$ cat config.mk
export PLATFORM = sky130hd
export DESIGN_NAME = power_sequencer
export DESIGN_NICKNAME = d
export VERILOG_FILES = /design/src/rtl/power_seq_pkg.sv /design/src/rtl/power_seq_timer.sv /design/src/rtl/power_sequencer.sv
export SDC_FILE = /design/constraint.sdc
export NUM_CORES = 1
export LEC_CHECK = 0
export BUFFER_PORTS_ARGS = -buffer_cell sky130_fd_sc_hd__buf_2
export CAP_MARGIN = 30
export CORE_ASPECT_RATIO = 2
export CORE_MARGIN = 3
export CORE_UTILIZATION = 50
export CTS_CLUSTER_SIZE = 25
export DETAILED_ROUTE_END_ITERATION = 10
export PLACE_DENSITY = 0.71
export SYNTH_ARGS = -nofsm -noshare
export SYNTH_HDL_FRONTEND = slang
export SYNTH_SLANG_ARGS = --single-unit
$ cat constraint.sdc
create_clock -name CLK_IN -period 3 [get_ports CLK_IN]
set_input_delay 0.6 -clock CLK_IN [delete_from_list [all_inputs] [get_ports CLK_IN]]
set_output_delay 0.6 -clock CLK_IN [all_outputs]
set_load 0.01 [all_outputs]
$ cat src/rtl/power_seq_pkg.sv
// Shared definitions for the power sequencer: state encodings (also driven
// onto STATE_OUT for the status LEDs), fault codes and counter sizing.
package power_seq_pkg;

  typedef enum logic [2:0] {
    S_IDLE     = 3'd0,
    S_WAIT_PG  = 3'd1,
    S_SETTLE   = 3'd2,
    S_RUN      = 3'd3,
    S_SHUTDOWN = 3'd4,
    S_FAULT    = 3'd5
  } seq_state_t;

  localparam logic [1:0] FC_NONE       = 2'd0;
  localparam logic [1:0] FC_PG_TIMEOUT = 2'd1;
  localparam logic [1:0] FC_PG_LOSS    = 2'd2;
  localparam logic [1:0] FC_OVER_TEMP  = 2'd3;

  // Width of one counter able to reach the larger of the two intervals.
  function automatic int unsigned cnt_width(input int unsigned a,
                                            input int unsigned b);
    int unsigned m;
    m = (a > b) ? a : b;
    return $clog2(m + 1);
  endfunction

endpackage

$ cat src/rtl/power_seq_timer.sv
// Shared interval counter for the power sequencer: synchronous clear,
// count enable, saturates at all-ones, flags when the count equals term.
module power_seq_timer #(
  parameter int unsigned C_WIDTH = 4
) (
  input  logic               clk,
  input  logic               rst_n,
  input  logic               clear,
  input  logic               enable,
  input  logic [C_WIDTH-1:0] term,
  output logic               tc
);

  logic [C_WIDTH-1:0] count;

  // Count up while enabled; clear has priority; never wraps past all-ones.
  always_ff @(posedge clk) begin
    if (!rst_n) begin
      count <= '0;
    end else if (clear) begin
      count <= '0;
    end else if (enable && (count != '1)) begin
      count <= count + C_WIDTH'(1);
    end
  end

  assign tc = (count == term);

endmodule

$ cat src/rtl/power_sequencer.sv
// Multi-rail power sequencer: enables rails in ascending order, waits for
// each PGOOD then a settle interval, releases FPGA PROG_B in RUN, and powers
// down in reverse order on request or fault, latching the first fault.
// Optional feature: define POWER_SEQ_TEMP_SHUTDOWN_EN to make TEMP_ALARM_IN
// trigger an over-temperature shutdown (fault code 3); otherwise it is ignored.
module power_sequencer
  import power_seq_pkg::*;
#(
  parameter int unsigned C_RAIL_QTY   = 5,
  parameter int unsigned C_PG_TIMEOUT = 4000,
  parameter int unsigned C_STEP_DELAY = 400
) (
  input  logic                  CLK_IN,
  input  logic                  RST_N_IN,
  input  logic                  START_IN,
  input  logic                  CLEAR_IN,
  input  logic                  TEMP_ALARM_IN,
  input  logic [C_RAIL_QTY-1:0] PGOOD_bus_IN,
  output logic [C_RAIL_QTY-1:0] EN_bus_OUT,
  output logic                  FPGA_PROG_B_OUT,
  output logic [2:0]            STATE_OUT,
  output logic                  FAULT_OUT,
  output logic [1:0]            FAULT_CODE_OUT,
  output logic [3:0]            FAULT_RAIL_OUT
);

  localparam int unsigned        C_CNT_W     = cnt_width(C_PG_TIMEOUT, C_STEP_DELAY);
  localparam logic [C_CNT_W-1:0] C_PG_TERM   = C_CNT_W'(C_PG_TIMEOUT - 1);
  localparam logic [C_CNT_W-1:0] C_STEP_TERM = C_CNT_W'(C_STEP_DELAY - 1);

  seq_state_t            state_q, state_d;
  logic [C_RAIL_QTY-1:0] en_q, en_d;
  logic [3:0]            idx_q, idx_d;
  logic                  prog_b_q;
  logic                  fault_q, fault_d;
  logic [1:0]            code_q, code_d;
  logic [3:0]            rail_q, rail_d;

  logic                  tmr_clear, tmr_en, tmr_tc;
  logic [C_CNT_W-1:0]    tmr_term;

  logic [C_RAIL_QTY-1:0] cur_mask, ack_mask, loss_vec, top_mask, en_top_off;
  logic [3:0]            loss_idx;
  logic                  loss, pg_cur, at_last, temp_trip;

  logic                  down;
  logic [1:0]            down_code;
  logic [3:0]            down_rail;

`ifdef POWER_SEQ_TEMP_SHUTDOWN_EN
  assign temp_trip = TEMP_ALARM_IN;
`else
  logic temp_unused;
  assign temp_trip   = 1'b0;
  assign temp_unused = TEMP_ALARM_IN;
`endif

  // One counter serves both the PGOOD timeout and the step/settle interval.
  assign tmr_term = (state_q == S_WAIT_PG) ? C_PG_TERM : C_STEP_TERM;

  power_seq_timer #(
    .C_WIDTH(C_CNT_W)
  ) u_timer (
    .clk   (CLK_IN),
    .rst_n (RST_N_IN),
    .clear (tmr_clear),
    .enable(tmr_en),
    .term  (tmr_term),
    .tc    (tmr_tc)
  );

  // Rail bookkeeping: current rail, acknowledged rails, lowest lost rail and
  // the enable vector with its highest enabled rail removed.
  always_comb begin
    cur_mask = '0;
    ack_mask = '0;
    top_mask = '0;
    loss_idx = '0;
    for (int unsigned k = 0; k < C_RAIL_QTY; k++) begin
      if (k == 32'(idx_q)) begin
        cur_mask[k] = 1'b1;
      end
      // The current rail counts as acknowledged once WAIT_PG has been left.
      if ((k < 32'(idx_q)) || ((k == 32'(idx_q)) && (state_q != S_WAIT_PG))) begin
        ack_mask[k] = 1'b1;
      end
      if (en_q[k]) begin
        top_mask    = '0;
        top_mask[k] = 1'b1;
      end
    end
    loss_vec = ack_mask & ~PGOOD_bus_IN;
    for (int unsigned k = C_RAIL_QTY; k > 0; k--) begin
      if (loss_vec[k-1]) begin
        loss_idx = 4'(k - 1);
      end
    end
    loss       = |loss_vec;
    pg_cur     = |(PGOOD_bus_IN & cur_mask);
    at_last    = (32'(idx_q) == (C_RAIL_QTY - 1));
    en_top_off = en_q & ~top_mask;
  end

  // Next-state, enable, fault-latch and timer control.
  always_comb begin
    state_d   = state_q;
    en_d      = en_q;
    idx_d     = idx_q;
    fault_d   = fault_q;
    code_d    = code_q;
    rail_d    = rail_q;
    tmr_clear = 1'b1;
    tmr_en    = 1'b0;
    down      = 1'b0;
    down_code = FC_NONE;
    down_rail = '0;

    case (state_q)
      S_IDLE: begin
        en_d  = '0;
        idx_d = '0;
        if (START_IN && !fault_q) begin
          state_d = S_WAIT_PG;
          en_d[0] = 1'b1;
        end
      end

      S_WAIT_PG: begin
        if (loss) begin
          down      = 1'b1;
          down_code = FC_PG_LOSS;
          down_rail = loss_idx;
        end else if (tmr_tc && !pg_cur) begin
          down      = 1'b1;
          down_code = FC_PG_TIMEOUT;
          down_rail = idx_q;
        end else if (temp_trip) begin
          down      = 1'b1;
          down_code = FC_OVER_TEMP;
        end else if (!START_IN) begin
          down = 1'b1;
        end else if (pg_cur) begin
          state_d = S_SETTLE;
        end else begin
          tmr_clear = 1'b0;
          tmr_en    = 1'b1;
        end
      end

      S_SETTLE: begin
        if (loss) begin
          down      = 1'b1;
          down_code = FC_PG_LOSS;
          down_rail = loss_idx;
        end else if (temp_trip) begin
          down      = 1'b1;
          down_code = FC_OVER_TEMP;
        end else if (!START_IN) begin
          down = 1'b1;
        end else if (tmr_tc) begin
          if (at_last) begin
            state_d = S_RUN;
          end else begin
            state_d = S_WAIT_PG;
            idx_d   = idx_q + 4'd1;
            en_d    = en_q | (cur_mask << 1);
          end
        end else begin
          tmr_clear = 1'b0;
          tmr_en    = 1'b1;
        end
      end

      S_RUN: begin
        if (loss) begin
          down      = 1'b1;
          down_code = FC_PG_LOSS;
          down_rail = loss_idx;
        end else if (temp_trip) begin
          down      = 1'b1;
          down_code = FC_OVER_TEMP;
        end else if (!START_IN) begin
          down = 1'b1;
        end
      end

      S_SHUTDOWN: begin
        if (en_q == '0) begin
          state_d = fault_q ? S_FAULT : S_IDLE;
        end else if (tmr_tc) begin
          en_d = en_top_off;
        end else begin
          tmr_clear = 1'b0;
          tmr_en    = 1'b1;
        end
      end

      S_FAULT: begin
        en_d = '0;
        if (CLEAR_IN) begin
          state_d = S_IDLE;
          fault_d = 1'b0;
          code_d  = FC_NONE;
          rail_d  = '0;
        end
      end

      default: begin
        state_d = S_IDLE;
        en_d    = '0;
      end
    endcase

    // Every shutdown entry drops the highest rail on the same edge.
    if (down) begin
      state_d = S_SHUTDOWN;
      en_d    = en_top_off;
      if ((down_code != FC_NONE) && !fault_q) begin
        fault_d = 1'b1;
        code_d  = down_code;
        rail_d  = down_rail;
      end
    end
  end

  // State and output registers; reset drops all rails immediately.
  always_ff @(posedge CLK_IN) begin
    if (!RST_N_IN) begin
      state_q  <= S_IDLE;
      en_q     <= '0;
      idx_q    <= '0;
      prog_b_q <= 1'b0;
      fault_q  <= 1'b0;
      code_q   <= FC_NONE;
      rail_q   <= '0;
    end else begin
      state_q  <= state_d;
      en_q     <= en_d;
      idx_q    <= idx_d;
      prog_b_q <= (state_d == S_RUN);
      fault_q  <= fault_d;
      code_q   <= code_d;
      rail_q   <= rail_d;
    end
  end

  assign EN_bus_OUT      = en_q;
  assign FPGA_PROG_B_OUT = prog_b_q;
  assign STATE_OUT       = state_q;
  assign FAULT_OUT       = fault_q;
  assign FAULT_CODE_OUT  = code_q;
  assign FAULT_RAIL_OUT  = rail_q;

endmodule

==> key figures <==
Setup path
  • CP delay by family, top: compound AO/OA/AOI/OAI gates
  • Reg2reg end: EN_bus_OUT[1]
  • Worst R2R Start: u_timer.count[0]
  • Critical path's slowest cell: or4_4
  • Buffers plus inverters on the worst setup path: 0
  • Data arrival, critical path: about 3.0 ns
  • Crit. End Element: flop
  • FF-to-FF path depth: 8
  • Critical Path Start Type: flop
  • WP depth: 8
  • Crit path largest cell delay: 0.55 ns
  • Worst setup path startpoint: u_timer.count[0]
  • Crit-path max FO: 6
  • Worst Setup EP: EN_bus_OUT[1]
  • FF-to-FF setup slack: about 0.16 ns
  • Critical path class: flop to flop
  • Critical path, cell by cell: ha_1 > nand3_1 > or4_4 > or2_2 > o311ai_1 > o21bai_1 > a32oi_1 > o21ai_0
  • Req. time, crit path: 3.16 ns

Timing
  • Final hold violation count: 0
  • Achievable clock frequency: approximately 350 MHz
  • Setup_tns: 0 ns
  • Share of the cycle needed by the critical path after routing: approximately 95%
  • Fin Hold WS: 0.455 ns
  • Worst slew pin tran: just over 0.7 ns
  • RSZ-0062 raised after global routing: no
  • Slew HR: between 50% and 60%
  • Finish-stage setup viols: 0
  • Final Max Slew Viols: 0
  • Min Tclk post-route: 2.84 ns
  • Final Skew: 0.00516 ns

Final layout
  • Fraction of layout cells with a size suffix above 1: between 20% and 30%
  • FILL cells: just under 400
  • N_diodes: 0
  • Nets: ~310
  • Multi-input gate area: between 1000 and 1500 µm²
  • Area Overhead vs Synth: 21.6%
  • Sequential Area: 641 µm²

Power
  • PD cells: 464 nW/µm²
  • Max VDD drop: ~0.3 mV
  • Total power: between 1 and 1.5 mW
  • Lkg Pwr: slightly below 1 nW
  • Psw: 0.320 mW
  • Part of the power in the clock network: 40.0%
  • Sw Share: 28.2%
  • Internal Power: 0.816 mW
  • Logic gate share of total power: 20.7%
  • Sequential share of power: about 40%

Synthesis
  • Mapped Area: between 2000 and 2500 µm²
  • Synth cell types: 61
  • Asr flop ratio synth: 0%
  • Syn Inst Count: ~260
  • Synthesized area per cell: between 7 and 8 µm²
  • Number of flops mapped to enable cells by yosys: 0
  • Syn Nets: approximately 270
  • Seq/Total Area, Yosys: between 30% and 40%
  • Synth Flop Type: dfxtp_1
  • Number of synthesized register bits: 32
  • Synth warn: 0

GRT
  • Grt met2 use: 49.5%
  • Met3 Use GR: a little over 4%
  • Initial antenna violation count: 0
  • Met1 Use GR: 24.7%
  • First-pass GRT wire length: around 9500 µm
  • Number of global-route vias before repair: roughly 2,100
  • Largest net degree at the start of global routing: 18
  • Most used routing layer: met2
  • GR Util All Layers: between 20% and 30%
  • Total gr overflow: 0

Clock network
  • Post-CTS Setup Bufs: 0
  • Num CTS Buffers: 5
  • Total number of H-tree levels: 2
  • Clock sinks: 32
  • Reg clk slew, reported paths: 0.07 ns
  • Clock latency on the worst-skew pair: approximately 0.29 ns
  • CTS max path bufs: 2
  • CTS tree: done
  • Gates resized, CTS repair: 0
  • CTS hold repair buffers: 0
  • Root Buffer: clkbuf_8

Drt
  • Antenna viol nets, final: 0
  • Via density: about 6.2
  • Vias: ~2,200
  • DRT Wirelength: about 5700 µm
  • DRT iter0 DRCs: 66
  • DR pass1 iterations: 4
  • # DRC: 0
  • WL per Instance: ~16 µm

Floorplanning
  • Die Ht: about 96 µm
  • Die area: ~4900 µm²
  • Initial Util: between 50% and 60%
  • Die W: 50.9 µm
  • FP Rows: 32
  • Ports: 26
  • Core area: between 3000 and 4000 µm²

Flow run
  • Max cap viols: 0

Placement
  • GPL Wtd Cong: ~0.94
  • PortBufs: 24
  • Dpl hpwl: around 4400 µm

Outcome
  • Status: finished, final reports clean

Min path
  • Hold path start: FAULT_CODE_OUT[0]
  • HP Class: flop to flop
## power groups by stage
| stage | clock network [mW] | registers, mW | logic (mW) |
|---|---|---|---|
| floorplan | 0 | 0.463 | 0.140 |
| global placement | 0 | 0.456 | 0.228 |
| detailed placement | 0 | 0.456 | 0.231 |
| CTS | 0.466 | 0.447 | 0.232 |
| global route | 0.477 | 0.448 | 0.260 |
| finish | 0.455 | 0.447 | 0.235 |
## placed cells by master, fill, tap and decap left out, types with 4 or more instances in the layout
master,n
a21oi_1,19
and3_1,5
buf_2,24
buf_4,21
clkbuf_8,7
dfxtp_1,32
ha_1,4
inv_1,13
nand2_1,19
nand3_1,9
nand4_1,6
nor2_1,29
nor3_1,5
nor4_1,5
o21ai_0,15
or3_1,6
or4_1,5
xnor2_1,5
## per-stage QoR
step	cell area (µm²)	utilization [%]	cells	setup slack, ns
after global placement	2320	59.8	342	0.235
after detailed placement	2320	59.8	342	0.207
final	2450	63.0	350	0.157
after CTS	2450	63.0	350	0.144
after floorplan	2010	-	255	0.387
after global routing	2450	63.0	350	0.0222
## kinds of logic (layout without fill, tap and decap cells)
kind of cell,count (synthesis),count (layout),synth area share [%]
buffers and inverters,23,67,4.29
flip-flops,32,32,31.8
XOR/XNOR,6,6,2.61
AND/OR/NAND/NOR,106,106,29.1
adder cells (fa/ha/maj),4,4,2.49
multiplexers,4,4,2.05
AO/OA/AOI/OAI,80,80,27.6
## layer usage
layer / vias up / part of all wire (%)
li1: 1060 / -
met2: 78 / 55
met5: - / 0
met4: 0 / 5.4
met3: 25 / 4.6
met1: 992 / 34
## final cells by class
class | instances | area share [%]
flip-flops and latches | 32 | 26.2
inverters | 14 | 2.15
multi-input cells | 200 | 52.6
clock buffers | 7 | 3.93
well taps | 51 | 2.61
repair buffers | 45 | 11.3
clock inverters | 1 | 1.23
## cell usage after synthesis (2+ instances only)
library cell / n / area share, %
o22ai_1: 3 / 0.93
xnor2_1: 5 / 2.2
ha_1: 4 / 2.5
o41ai_1: 2 / 0.87
a32oi_1: 2 / 0.87
and3_1: 5 / 1.6
a211oi_1: 2 / 0.75
nand2_1: 19 / 3.5
inv_1: 13 / 2.4
o21ai_0: 15 / 3.7
and4_1: 2 / 0.87
clkbuf_1: 9 / 1.7
or2_2: 3 / 0.93
or4_1: 5 / 1.9
a21o_1: 3 / 1.1
dfxtp_1: 32 / 32
o311ai_0: 3 / 1.3
nor2_1: 29 / 5.4
a21oi_1: 19 / 4.7
nor3b_1: 2 / 0.75
o31ai_1: 2 / 0.75
mux2i_1: 3 / 1.5
nand4_1: 6 / 1.9
or3_1: 6 / 1.9
o31a_1: 2 / 0.87
a22oi_1: 2 / 0.75
nor3_1: 5 / 1.2
a31oi_1: 3 / 0.93
nor4_1: 5 / 1.6
nand3_1: 9 / 2.2
a221o_1: 3 / 1.5
a211o_1: 3 / 1.3
## worst min-delay path by stage
stage          slack [ns]                end  cells after the start
2_1_floorplan        0.47   u_timer.count[6]                      2
3_3_place_gp         0.43  FAULT_CODE_OUT[0]                      1
3_5_place_dp         0.44  FAULT_CODE_OUT[0]                      1
4_1_cts              0.45  FAULT_CODE_OUT[0]                      1
5_1_grt              0.49  FAULT_RAIL_OUT[2]                      2
6_report             0.45  FAULT_CODE_OUT[0]                      1
## flip-flops by register name, indices dropped and copies added, names as in the netlist
| register | flops |
|---|---|
| EN_bus_OUT | 5 |
| FAULT_CODE_OUT | 2 |
| FAULT_OUT | 1 |
| FAULT_RAIL_OUT | 4 |
| FPGA_PROG_B_OUT | 1 |
| STATE_OUT | 3 |
| idx_q | 4 |
| u_timer.count | 12 |
Note: power is estimated with default switching activity, not from simulation.
